File: src/rtl/uart_rx_fifo.sv
// Purpose : 8N1 UART receiver feeding a small byte FIFO with a valid/ready consumer port.
// Latency : i_rxd mid-stop-bit -> o_valid high after 4 i_clk (2 sync, 1 stop sample, 1 push).
// Backpres: i_ready low lets the FIFO fill; a byte finishing while full is dropped with o_overrun.
//
// Ports:
//   i_clk, i_rst      single clock, synchronous active-high reset
//   i_rxd             asynchronous serial line, idle high
//   o_data/o_valid    FIFO head byte and not-empty flag
//   i_ready           consumer accepts the head (pop on o_valid & i_ready)
//   o_count           bytes currently held
//   o_frame_err       1-cycle pulse, stop bit sampled low (byte discarded)
//   o_overrun         1-cycle pulse, byte completed while FIFO full (byte dropped)
module uart_rx_fifo #(
  parameter int CLKS_PER_BIT = 868,
  parameter int FIFO_DEPTH   = 4
) (
  input  logic                          i_clk,
  input  logic                          i_rst,
  input  logic                          i_rxd,
  output logic [7:0]                    o_data,
  output logic                          o_valid,
  input  logic                          i_ready,
  output logic [$clog2(FIFO_DEPTH):0]   o_count,
  output logic                          o_frame_err,
  output logic                          o_overrun
);

  localparam int HALF = CLKS_PER_BIT / 2;
  localparam int CW   = $clog2(CLKS_PER_BIT);
  localparam int PW   = $clog2(FIFO_DEPTH);
  localparam int NW   = PW + 1;

  localparam logic [CW-1:0] BIT_LAST  = CW'(CLKS_PER_BIT - 1);
  localparam logic [CW-1:0] HALF_LAST = CW'(HALF - 1);
  localparam logic [NW-1:0] FULL_CNT  = NW'(FIFO_DEPTH);

  typedef enum logic [2:0] {
    S_IDLE,
    S_START,
    S_DATA,
    S_STOP,
    S_BRK
  } state_e;

  // Receiver state
  logic          rx_meta_q, rx_meta_d;
  logic          rx_s_q,    rx_s_d;
  state_e        state_q,   state_d;
  logic [CW-1:0] cnt_q,     cnt_d;
  logic [2:0]    bit_idx_q, bit_idx_d;
  logic [7:0]    shift_q,   shift_d;

  // Completed byte handed to the FIFO one cycle after the stop sample
  logic          push_req_q, push_req_d;
  logic [7:0]    push_dat_q, push_dat_d;

  logic          frame_err_q, frame_err_d;
  logic          overrun_q,   overrun_d;

  // FIFO state
  logic [7:0]    mem_q [FIFO_DEPTH];
  logic [7:0]    mem_d [FIFO_DEPTH];
  logic [PW-1:0] wr_ptr_q, wr_ptr_d;
  logic [PW-1:0] rd_ptr_q, rd_ptr_d;
  logic [NW-1:0] count_q,  count_d;

  logic cnt_wrap;
  logic pop;
  logic full;
  logic push_ok;

  // Receiver FSM
  always_comb begin
    rx_meta_d   = i_rxd;
    rx_s_d      = rx_meta_q;
    state_d     = state_q;
    cnt_d       = cnt_q;
    bit_idx_d   = bit_idx_q;
    shift_d     = shift_q;
    push_req_d  = 1'b0;
    push_dat_d  = push_dat_q;
    frame_err_d = 1'b0;
    cnt_wrap    = (cnt_q == BIT_LAST);

    unique case (state_q)
      S_IDLE: begin
        if (!rx_s_q) begin
          state_d = S_START;
          cnt_d   = '0;
        end
      end

      S_START: begin
        // Re-check the line at mid start bit so a short glitch is ignored.
        if (cnt_q == HALF_LAST) begin
          cnt_d     = '0;
          bit_idx_d = '0;
          state_d   = rx_s_q ? S_IDLE : S_DATA;
        end else begin
          cnt_d = cnt_q + 1'b1;
        end
      end

      S_DATA: begin
        if (cnt_wrap) begin
          cnt_d     = '0;
          shift_d   = {rx_s_q, shift_q[7:1]};  // LSB arrives first
          bit_idx_d = bit_idx_q + 1'b1;
          if (bit_idx_q == 3'd7) begin
            state_d = S_STOP;
          end
        end else begin
          cnt_d = cnt_q + 1'b1;
        end
      end

      S_STOP: begin
        if (cnt_wrap) begin
          cnt_d = '0;
          if (rx_s_q) begin
            push_req_d = 1'b1;
            push_dat_d = shift_q;
            state_d    = S_IDLE;
          end else begin
            frame_err_d = 1'b1;
            state_d     = S_BRK;
          end
        end else begin
          cnt_d = cnt_q + 1'b1;
        end
      end

      S_BRK: begin
        // A low line after a bad stop bit is a break; wait for idle before rearming.
        if (rx_s_q) begin
          state_d = S_IDLE;
        end
      end

      default: state_d = S_IDLE;
    endcase
  end

  // FIFO: a pop in the same cycle frees the slot, so a push into a full FIFO
  // is only dropped when the consumer is not taking the head.
  always_comb begin
    pop       = (count_q != '0) && i_ready;
    full      = (count_q == FULL_CNT);
    push_ok   = push_req_q && (!full || pop);
    overrun_d = push_req_q && full && !pop;

    mem_d    = mem_q;
    wr_ptr_d = wr_ptr_q;
    rd_ptr_d = rd_ptr_q;
    count_d  = count_q;

    if (push_ok) begin
      mem_d[wr_ptr_q] = push_dat_q;
      wr_ptr_d        = wr_ptr_q + 1'b1;
    end
    if (pop) begin
      rd_ptr_d = rd_ptr_q + 1'b1;
    end

    unique case ({push_ok, pop})
      2'b10:   count_d = count_q + 1'b1;
      2'b01:   count_d = count_q - 1'b1;
      default: count_d = count_q;
    endcase
  end

  always_ff @(posedge i_clk) begin
    if (i_rst) begin
      rx_meta_q   <= 1'b1;
      rx_s_q      <= 1'b1;
      state_q     <= S_IDLE;
      cnt_q       <= '0;
      bit_idx_q   <= '0;
      shift_q     <= '0;
      push_req_q  <= 1'b0;
      push_dat_q  <= '0;
      frame_err_q <= 1'b0;
      overrun_q   <= 1'b0;
      mem_q       <= '{default: '0};
      wr_ptr_q    <= '0;
      rd_ptr_q    <= '0;
      count_q     <= '0;
    end else begin
      rx_meta_q   <= rx_meta_d;
      rx_s_q      <= rx_s_d;
      state_q     <= state_d;
      cnt_q       <= cnt_d;
      bit_idx_q   <= bit_idx_d;
      shift_q     <= shift_d;
      push_req_q  <= push_req_d;
      push_dat_q  <= push_dat_d;
      frame_err_q <= frame_err_d;
      overrun_q   <= overrun_d;
      mem_q       <= mem_d;
      wr_ptr_q    <= wr_ptr_d;
      rd_ptr_q    <= rd_ptr_d;
      count_q     <= count_d;
    end
  end

  assign o_data      = mem_q[rd_ptr_q];
  assign o_valid     = (count_q != '0);
  assign o_count     = count_q;
  assign o_frame_err = frame_err_q;
  assign o_overrun   = overrun_q;

endmodule

File: config.mk
export PLATFORM = sky130hd
export DESIGN_NAME = uart_rx_fifo
export DESIGN_NICKNAME = d
export VERILOG_FILES = /design/src/rtl/uart_rx_fifo.sv
export SDC_FILE = /design/constraint.sdc
export NUM_CORES = 1
export LEC_CHECK = 0
export ABC_AREA = 0
export BUFFER_PORTS_ARGS = -buffer_cell sky130_fd_sc_hd__buf_4
export CORE_ASPECT_RATIO = 0.5
export CORE_MARGIN = 2
export CORE_UTILIZATION = 51
export DETAILED_ROUTE_END_ITERATION = 8
export PLACE_DENSITY = 0.7
export SLEW_MARGIN = 20
export SYNTH_ARGS = -nofsm -noshare
export SYNTH_HDL_FRONTEND = slang
export SYNTH_SLANG_ARGS = --single-unit
File: constraint.sdc
create_clock -name i_clk -period 2.3 [get_ports i_clk]
set_input_delay 0.23 -clock i_clk [delete_from_list [all_inputs] [get_ports i_clk]]
set_output_delay 0.23 -clock i_clk [all_outputs]
set_load 0.005 [all_outputs]
==> results of run 1 <==
kinds of logic (layout without fill, tap and decap cells):
| group | Yosys count | count (layout) |
|---|---|---|
| and+or+nand+nor | 133 | 133 |
| DFF | 76 | 76 |
| muxes | 58 | 58 |
| AOI/OAI and AO/OA | 39 | 39 |
| buffers and inverters | 26 | 49 |
| adders and majority gates | 9 | 9 |
| xor gates and xnor gates | 6 | 6 |
cells in the mapped netlist, types with 5 or more instances:
library cell | number | area (sq um)
clkbuf_1 | 14 | 52.6
nor3_1 | 8 | 40.0
ha_1 | 8 | 100
nand3_1 | 8 | 40.0
mux4_2 | 8 | 180
xnor2_1 | 5 | 43.8
inv_1 | 9 | 33.8
dfxtp_1 | 76 | 1520
nand2_1 | 16 | 60.1
a21oi_1 | 11 | 55.1
a211oi_1 | 5 | 37.5
mux2i_1 | 50 | 500
nor2_1 | 58 | 218
per-layer routing:
| metal | routed length, um | vias to the layer above |
|---|---|---|
| li1 | - | 1273 |
| met1 | 3180 | 1234 |
| met2 | 3140 | 70 |
| met3 | 350 | 9 |
| met4 | 85 | 0 |
| met5 | 0 | - |
layout make-up:
type                    instances  share of cell area
repair buffers                 24              0.0454
well taps                      92              0.0290
clock buffers                  13              0.0631
flip-flops and latches         76               0.384
multi-input cells             245               0.459
inverters                       9             0.00852
clock inverters                 3              0.0117
through the flow:
| stage | worst slack [ns] | hold slack [ns] | instances | area (sq um) |
|---|---|---|---|---|
| 6_report | 0.254 | 0.0858 | 462 | 3970 |
| 5_1_grt | 0.0915 | 0.0791 | 462 | 3970 |
| 4_1_cts | 0.269 | 0.0748 | 462 | 3970 |
| 3_5_place_dp | 0.278 | 0.412 | 446 | 3670 |
| 3_3_place_gp | 0.340 | 0.396 | 446 | 3670 |
| 2_1_floorplan | 0.322 | 0.334 | 347 | 3460 |
flip-flops by register name, indices dropped and copies added, names as in the netlist:
register / count
bit_idx_q: 3
cnt_q: 10
mem_q: 32
o_count: 3
o_frame_err: 1
o_overrun: 1
push_dat_q: 8
push_req_q: 1
rd_ptr_q: 2
rx_meta_q: 1
rx_s_q: 1
shift_q: 8
state_q: 3
wr_ptr_q: 2
critical path, cell delays in order (launching register included):
cell and delay, ns:
dfxtp_1 0.47, o31ai_1 0.15, nor2_1 0.19, inv_1 0.12, fa_1 0.40, nor4_1 0.33
o21ai_0 0.11, nor3b_1 0.14
where the power goes:
| group | internal (mW) | switching, mW | total, mW |
|---|---|---|---|
| registers | 1.35 | 0.0609 | 1.42 |
| clock network | 0.872 | 0.509 | 1.38 |
| logic | 0.191 | 0.201 | 0.392 |
| total | 2.42 | 0.771 | 3.19 |
worst paths after layout:
path	slack, ns	endpoint	cells past startpoint	from
hold reg to reg	0.42	rx_s_q$_SDFF_PP1_	1	rx_meta_q$_SDFF_PP1_
hold / removal	0.09	rx_meta_q$_SDFF_PP1_	2	i_rxd
setup reg to reg	0.25	o_count[2]$_SDFFE_PP0P_	7	o_count[1]$_SDFFE_PP0P_
setup / recovery	0.25	o_count[2]$_SDFFE_PP0P_	7	o_count[1]$_SDFFE_PP0P_
==> results.py, run 1 <==
metrics = {
    "run_status": {
        "status": "finished, final reports clean",
    },
    "floorplan": {
        "die_area_sq_um": 7490,
        "initial_core_util": 0.522,
        "chipWidth_um": 120,
        "rows": 21,
        "io_pins": 18,
        "coreArea_sq_um": 6620,
        "die_height_um": 62.2,
    },
    "synthesis": {
        "synth-seq-area-share": 0.440,
        "synth_flop_cell": "dfxtp_1",
        "syn_inst": 347,
        "async_flop_share": 0,
        "synth_mux_area_frac": 0.197,
        "synth_seq_cells": 76,
        "synth_compound_area_frac": 0.0768,
        "syn_avg_cell_area_sq_um": 9.96,
        "synthXorXnorAreaFrac": 0.0152,
        "yosys_warnings": 0,
        "netlist_area_sq_um": 3460,
        "synthSimpleGateAreaFrac": 0.202,
        "synth_nets": 360,
        "synth_cell_types": 51,
        "yosys.area_share.adder": 0.0348,
        "synth_top_family_by_area": "simple AND/OR/NAND/NOR gates",
        "synth_edf_count": 0,
    },
    "sta": {
        "tns_ns": 0,
        "fin_skew_ns": 0.00549,
        "fin_crit_sh": 0.889,
        "period_needed_ns": 2.05,
        "final-setup-viol-count": 0,
        "timing.fmax_mhz": 489,
        "relSlewSlack": 0.590,
        "slew_viol_final": 0,
        "hold_viol": 0,
        "tightest_slew_ns": 0.613,
        "rsz0062_at_grt": "false",
    },
    "global_routing": {
        "use_met3": 0.0699,
        "overflow": 0,
        "grt_use_met1": 0.259,
        "use_met2": 0.312,
        "top_usage_layer": "met2",
        "grt_max_degree": 62,
        "grt_pass1_vias": 2526,
        "antenna_found_initial": 0,
        "grt_usage": 0.201,
        "grt_pass1_wl_mm": 12.0,
    },
    "worst_setup_path": {
        "cp_max_fo": 8,
        "worstPathRequired_ns": 2.49,
        "crit_type": "flip-flop to flip-flop",
        "worstPathArrival_ns": 2.23,
        "endpoint_kind": "flip-flop",
        "cp-start-kind": "flip-flop",
    },
    "clocking": {
        "clk_latency_ns": 0.33,
        "cts_root_buf": "clkbuf_16",
        "clockBufferDepth": 2,
        "cts_hold_buf": 0,
        "clk_pin_slew_ns": 0.05,
        "post_cts_buffers": 0,
        "cts_sinks": 76,
        "htreeDepth": 3,
        "cts_resized": 0,
        "cts_buffers": 9,
        "cts_tree": "built",
    },
    "finish": {
        "antenna-diode-count": 0,
        "final_cell_mix": "dfxtp_1 (76), nor2_1 (58), mux2i_1 (50)",
        "post-route-util": 0.599,
        "synthToLayoutAreaGrowth_pct": 14.7,
        "drive_gt1_frac": 0.146,
        "multi_input_area_sq_um": 1820,
        "nets": 378,
        "seq_area_sq_um": 1520,
        "final_common_cell": "dfxtp_1",
        "fillers": 528,
    },
    "power_and_ir_drop": {
        "irDropWorstVdd_uv": 464,
        "p_leak_nw": 1.64,
        "p_per_area_nw_per_um2": 804,
        "p_total_mw": 3.19,
    },
    "detailed_routing": {
        "wl_mm": 6.75,
        "drc": 0,
        "vias": 2586,
        "drt_iter0_markers": 228,
        "ant_nets": 0,
        "vias_per_cell": 5.60,
        "routedWlPerCell_um": 14.6,
        "first_pass_iters": 4,
    },
    "min_path": {
        "min_path_type": "input pin to flip-flop",
    },
    "placed_design": {
        "io_buffers": 17,
        "dp_hpwl_mm": 4.52,
        "place_congestion": 0.880,
    },
    "job": {
        "cap_violations": 0,
    },
}
No activity file was read; power rests on OpenSTA's default activity.
==> run 2: changes to the inputs <==
--- a/config.mk
+++ b/config.mk
@@ -11,7 +11,7 @@
 export CORE_MARGIN = 2
 export CORE_UTILIZATION = 51
 export DETAILED_ROUTE_END_ITERATION = 8
-export PLACE_DENSITY = 0.7
+export PLACE_DENSITY = 0.71
 export SLEW_MARGIN = 20
 export SYNTH_ARGS = -nofsm -noshare
 export SYNTH_HDL_FRONTEND = slang
==> constraint.sdc (replaced) <==
create_clock -name i_clk -period 1.8 [get_ports i_clk]
set_input_delay 0.18 -clock i_clk [delete_from_list [all_inputs] [get_ports i_clk]]
set_output_delay 0.18 -clock i_clk [all_outputs]
set_load 0.005 [all_outputs]
==> results.py, run 2 (synthesis gave the netlist of run 1 again) <==
metrics = {
    "floorplan": {
        "coreArea_sq_um": 6620,
        "initial_core_util": 0.522,
        "chipWidth_um": 120,
        "io_pins": 18,
        "rows": 21,
        "die_height_um": 62.2,
        "die_area_sq_um": 7490,
    },
    "clocking": {
        "cts_tree": "built",
        "cts_sinks": 76,
        "htreeDepth": 3,
        "cts_root_buf": "clkbuf_16",
        "cts_buffers": 9,
        "clk_latency_ns": 0.33,
        "clk_pin_slew_ns": 0.06,
        "clockBufferDepth": 2,
    },
    "finish": {
        "top_register": "mem_q",
        "drive_gt1_frac": 0.257,
        "reg_top3": "mem_q x32, cnt_q x10",
        "finalInstanceArea_sq_um": 4360,
        "largest_reg_flops": 32,
        "final_cell_mix": "dfxtp_1 (69), nor2_1 (57), mux2i_1 (50)",
        "nets": 405,
        "synthToLayoutAreaGrowth_pct": 26.0,
        "antenna-diode-count": 0,
        "final_common_cell": "dfxtp_1",
        "finalNonFillerCells": 489,
    },
    "sta": {
        "timing.fmax_mhz": 557,
        "fin_crit_sh": 0.997,
        "tightest_slew_ns": 0.536,
        "relSlewSlack": 0.642,
        "fin_skew_ns": 0.00455,
        "hold_viol": 0,
        "rsz0062_at_grt": "true",
        "final-setup-viol-count": 0,
        "slew_viol_final": 0,
        "hold_slack_ns": 0.0385,
        "period_needed_ns": 1.79,
    },
    "power_and_ir_drop": {
        "p_per_area_nw_per_um2": 955,
        "irDropWorstVdd_uv": 683,
        "p_leak_nw": 1.84,
        "swShare": 0.258,
        "p_sw_mw": 1.08,
        "pwr-share-comb": 0.161,
        "clkPwrFrac": 0.408,
        "pwr-share-seq": 0.430,
        "internal_power_mw": 3.08,
    },
    "run_status": {
        "status": "finished, final reports clean",
    },
    "detailed_routing": {
        "wl_mm": 7.69,
        "vias_per_cell": 5.50,
        "ant_nets": 0,
        "first_pass_iters": 4,
        "drt_iter0_markers": 203,
        "drc": 0,
        "vias": 2689,
        "routedWlPerCell_um": 15.7,
    },
    "global_routing": {
        "grt_pass1_wl_mm": 12.6,
        "grt_usage": 0.215,
        "antenna_found_initial": 0,
        "grt_max_degree": 44,
        "grt_pass1_vias": 2607,
        "overflow": 0,
    },
    "worst_setup_path": {
        "r2r_start": "cnt_q[7]$_SDFFE_PP0P_",
        "endpoint_kind": "flip-flop",
        "r2r-end": "cnt_q[9]$_SDFFE_PP0P_",
        "worstPathRequired_ns": 2.00,
        "ff2ff_path_depth": 5,
        "crit_type": "flip-flop to flip-flop",
        "worstPathArrival_ns": 2.00,
        "reg2reg_slack_ns": 0.006,
        "cp_max_fo": 3,
        "cp-start-kind": "flip-flop",
    },
    "min_path": {
        "min_path_type": "input pin to flip-flop",
        "hold_path_depth": 2,
        "hold_start": "i_rxd",
        "hold_end": "rx_meta_q$_SDFF_PP1_",
    },
    "placed_design": {
        "dp.cells": 469,
        "io_buffers": 17,
        "place_area_sq_um": 3930,
        "place_congestion": 0.882,
        "dp_hpwl_mm": 4.96,
    },
    "job": {
        "cap_violations": 0,
    },
}
==> run 2: changes by cell type in the layout (fill, tap and decap cells not counted), sizes merged <==
cell	previous run	this run
clkinv	1	2
buf	24	51
inv	9	10
clkbuf	13	11
clkinvlp	1	2
bufinv	1	0
==> run 2: worst max path at each step <==
stage / endpoint / startpoint / cells past startpoint / slack [ns]
6_report: cnt_q[9]$_SDFFE_PP0P_ / cnt_q[7]$_SDFFE_PP0P_ / 5 / 0.006
5_1_grt: o_count[2]$_SDFFE_PP0P_ / o_count[0]$_SDFFE_PP0P_ / 7 / -0.09
4_1_cts: state_q[1]$_SDFFE_PP0P_ / cnt_q[7]$_SDFFE_PP0P_ / 4 / -0.01
3_5_place_dp: state_q[1]$_SDFFE_PP0P_ / cnt_q[1]$_SDFFE_PP0P_ / 5 / -0.03
3_3_place_gp: push_dat_q[3]$_SDFFE_PP0P_ / cnt_q[2]$_SDFFE_PP0P_ / 6 / 0.05
2_1_floorplan: state_q[1]$_SDFFE_PP0P_ / cnt_q[3]$_SDFFE_PP0P_ / 6 / -0.09
==> run 2: cell type report <==
cell class	instances	area [sq um]
fill	513	2270
clock inverter	5	33.8
inverter	9	33.8
timing repair buffer	51	482
sequential	76	1530
multi-input combinational	245	1910
clock buffer	11	253
tap	92	115
==> run 2: worst max-delay path, stage by stage (launching register included) <==
cell      delay, ns
dfxtp_2        0.32
or4b_4         0.55
o31a_1         0.32
buf_4          0.18
o211ai_1       0.18
a31oi_1        0.10
==> run 2: per-stage QoR <==
step	util	worst slack [ns]	TNS [ns]	power, mW
floorplan	-	-0.0913	-0.724	2.18
global placement	0.594	0.0519	0	2.42
detailed placement	0.594	-0.0345	-0.0363	2.44
CTS	0.642	-0.0137	-0.0137	4.14
global route	0.658	-0.0913	-0.448	4.35
finish	0.658	0.00580	0	4.16
==> run 2: layer usage <==
metal,GRT usage,part of all wire,up-vias
met1,0.275,0.45,1302
met4,0.0640,0.017,0
met2,0.353,0.51,46
met3,0.0625,0.031,12
met5,0,0,-
li1,-,-,1329
==> run 2: timing repair <==
action                     4_1_cts  5_1_grt
hold buffers                     0        0
pin swaps                        2        3
gates resized for setup          2       25
buffers inserted                 3        1
setup endpoints to repair        3       48
gates cloned                     0        0
==> run 2: power groups by stage <==
stage,Clock (mW),Combinational [mW],Sequential [mW]
final,1.70,0.671,1.79
after global routing,1.82,0.737,1.80
after CTS,1.73,0.634,1.78
after detailed placement,0,0.626,1.82
after global placement,0,0.604,1.81
after floorplan,0,0.359,1.82
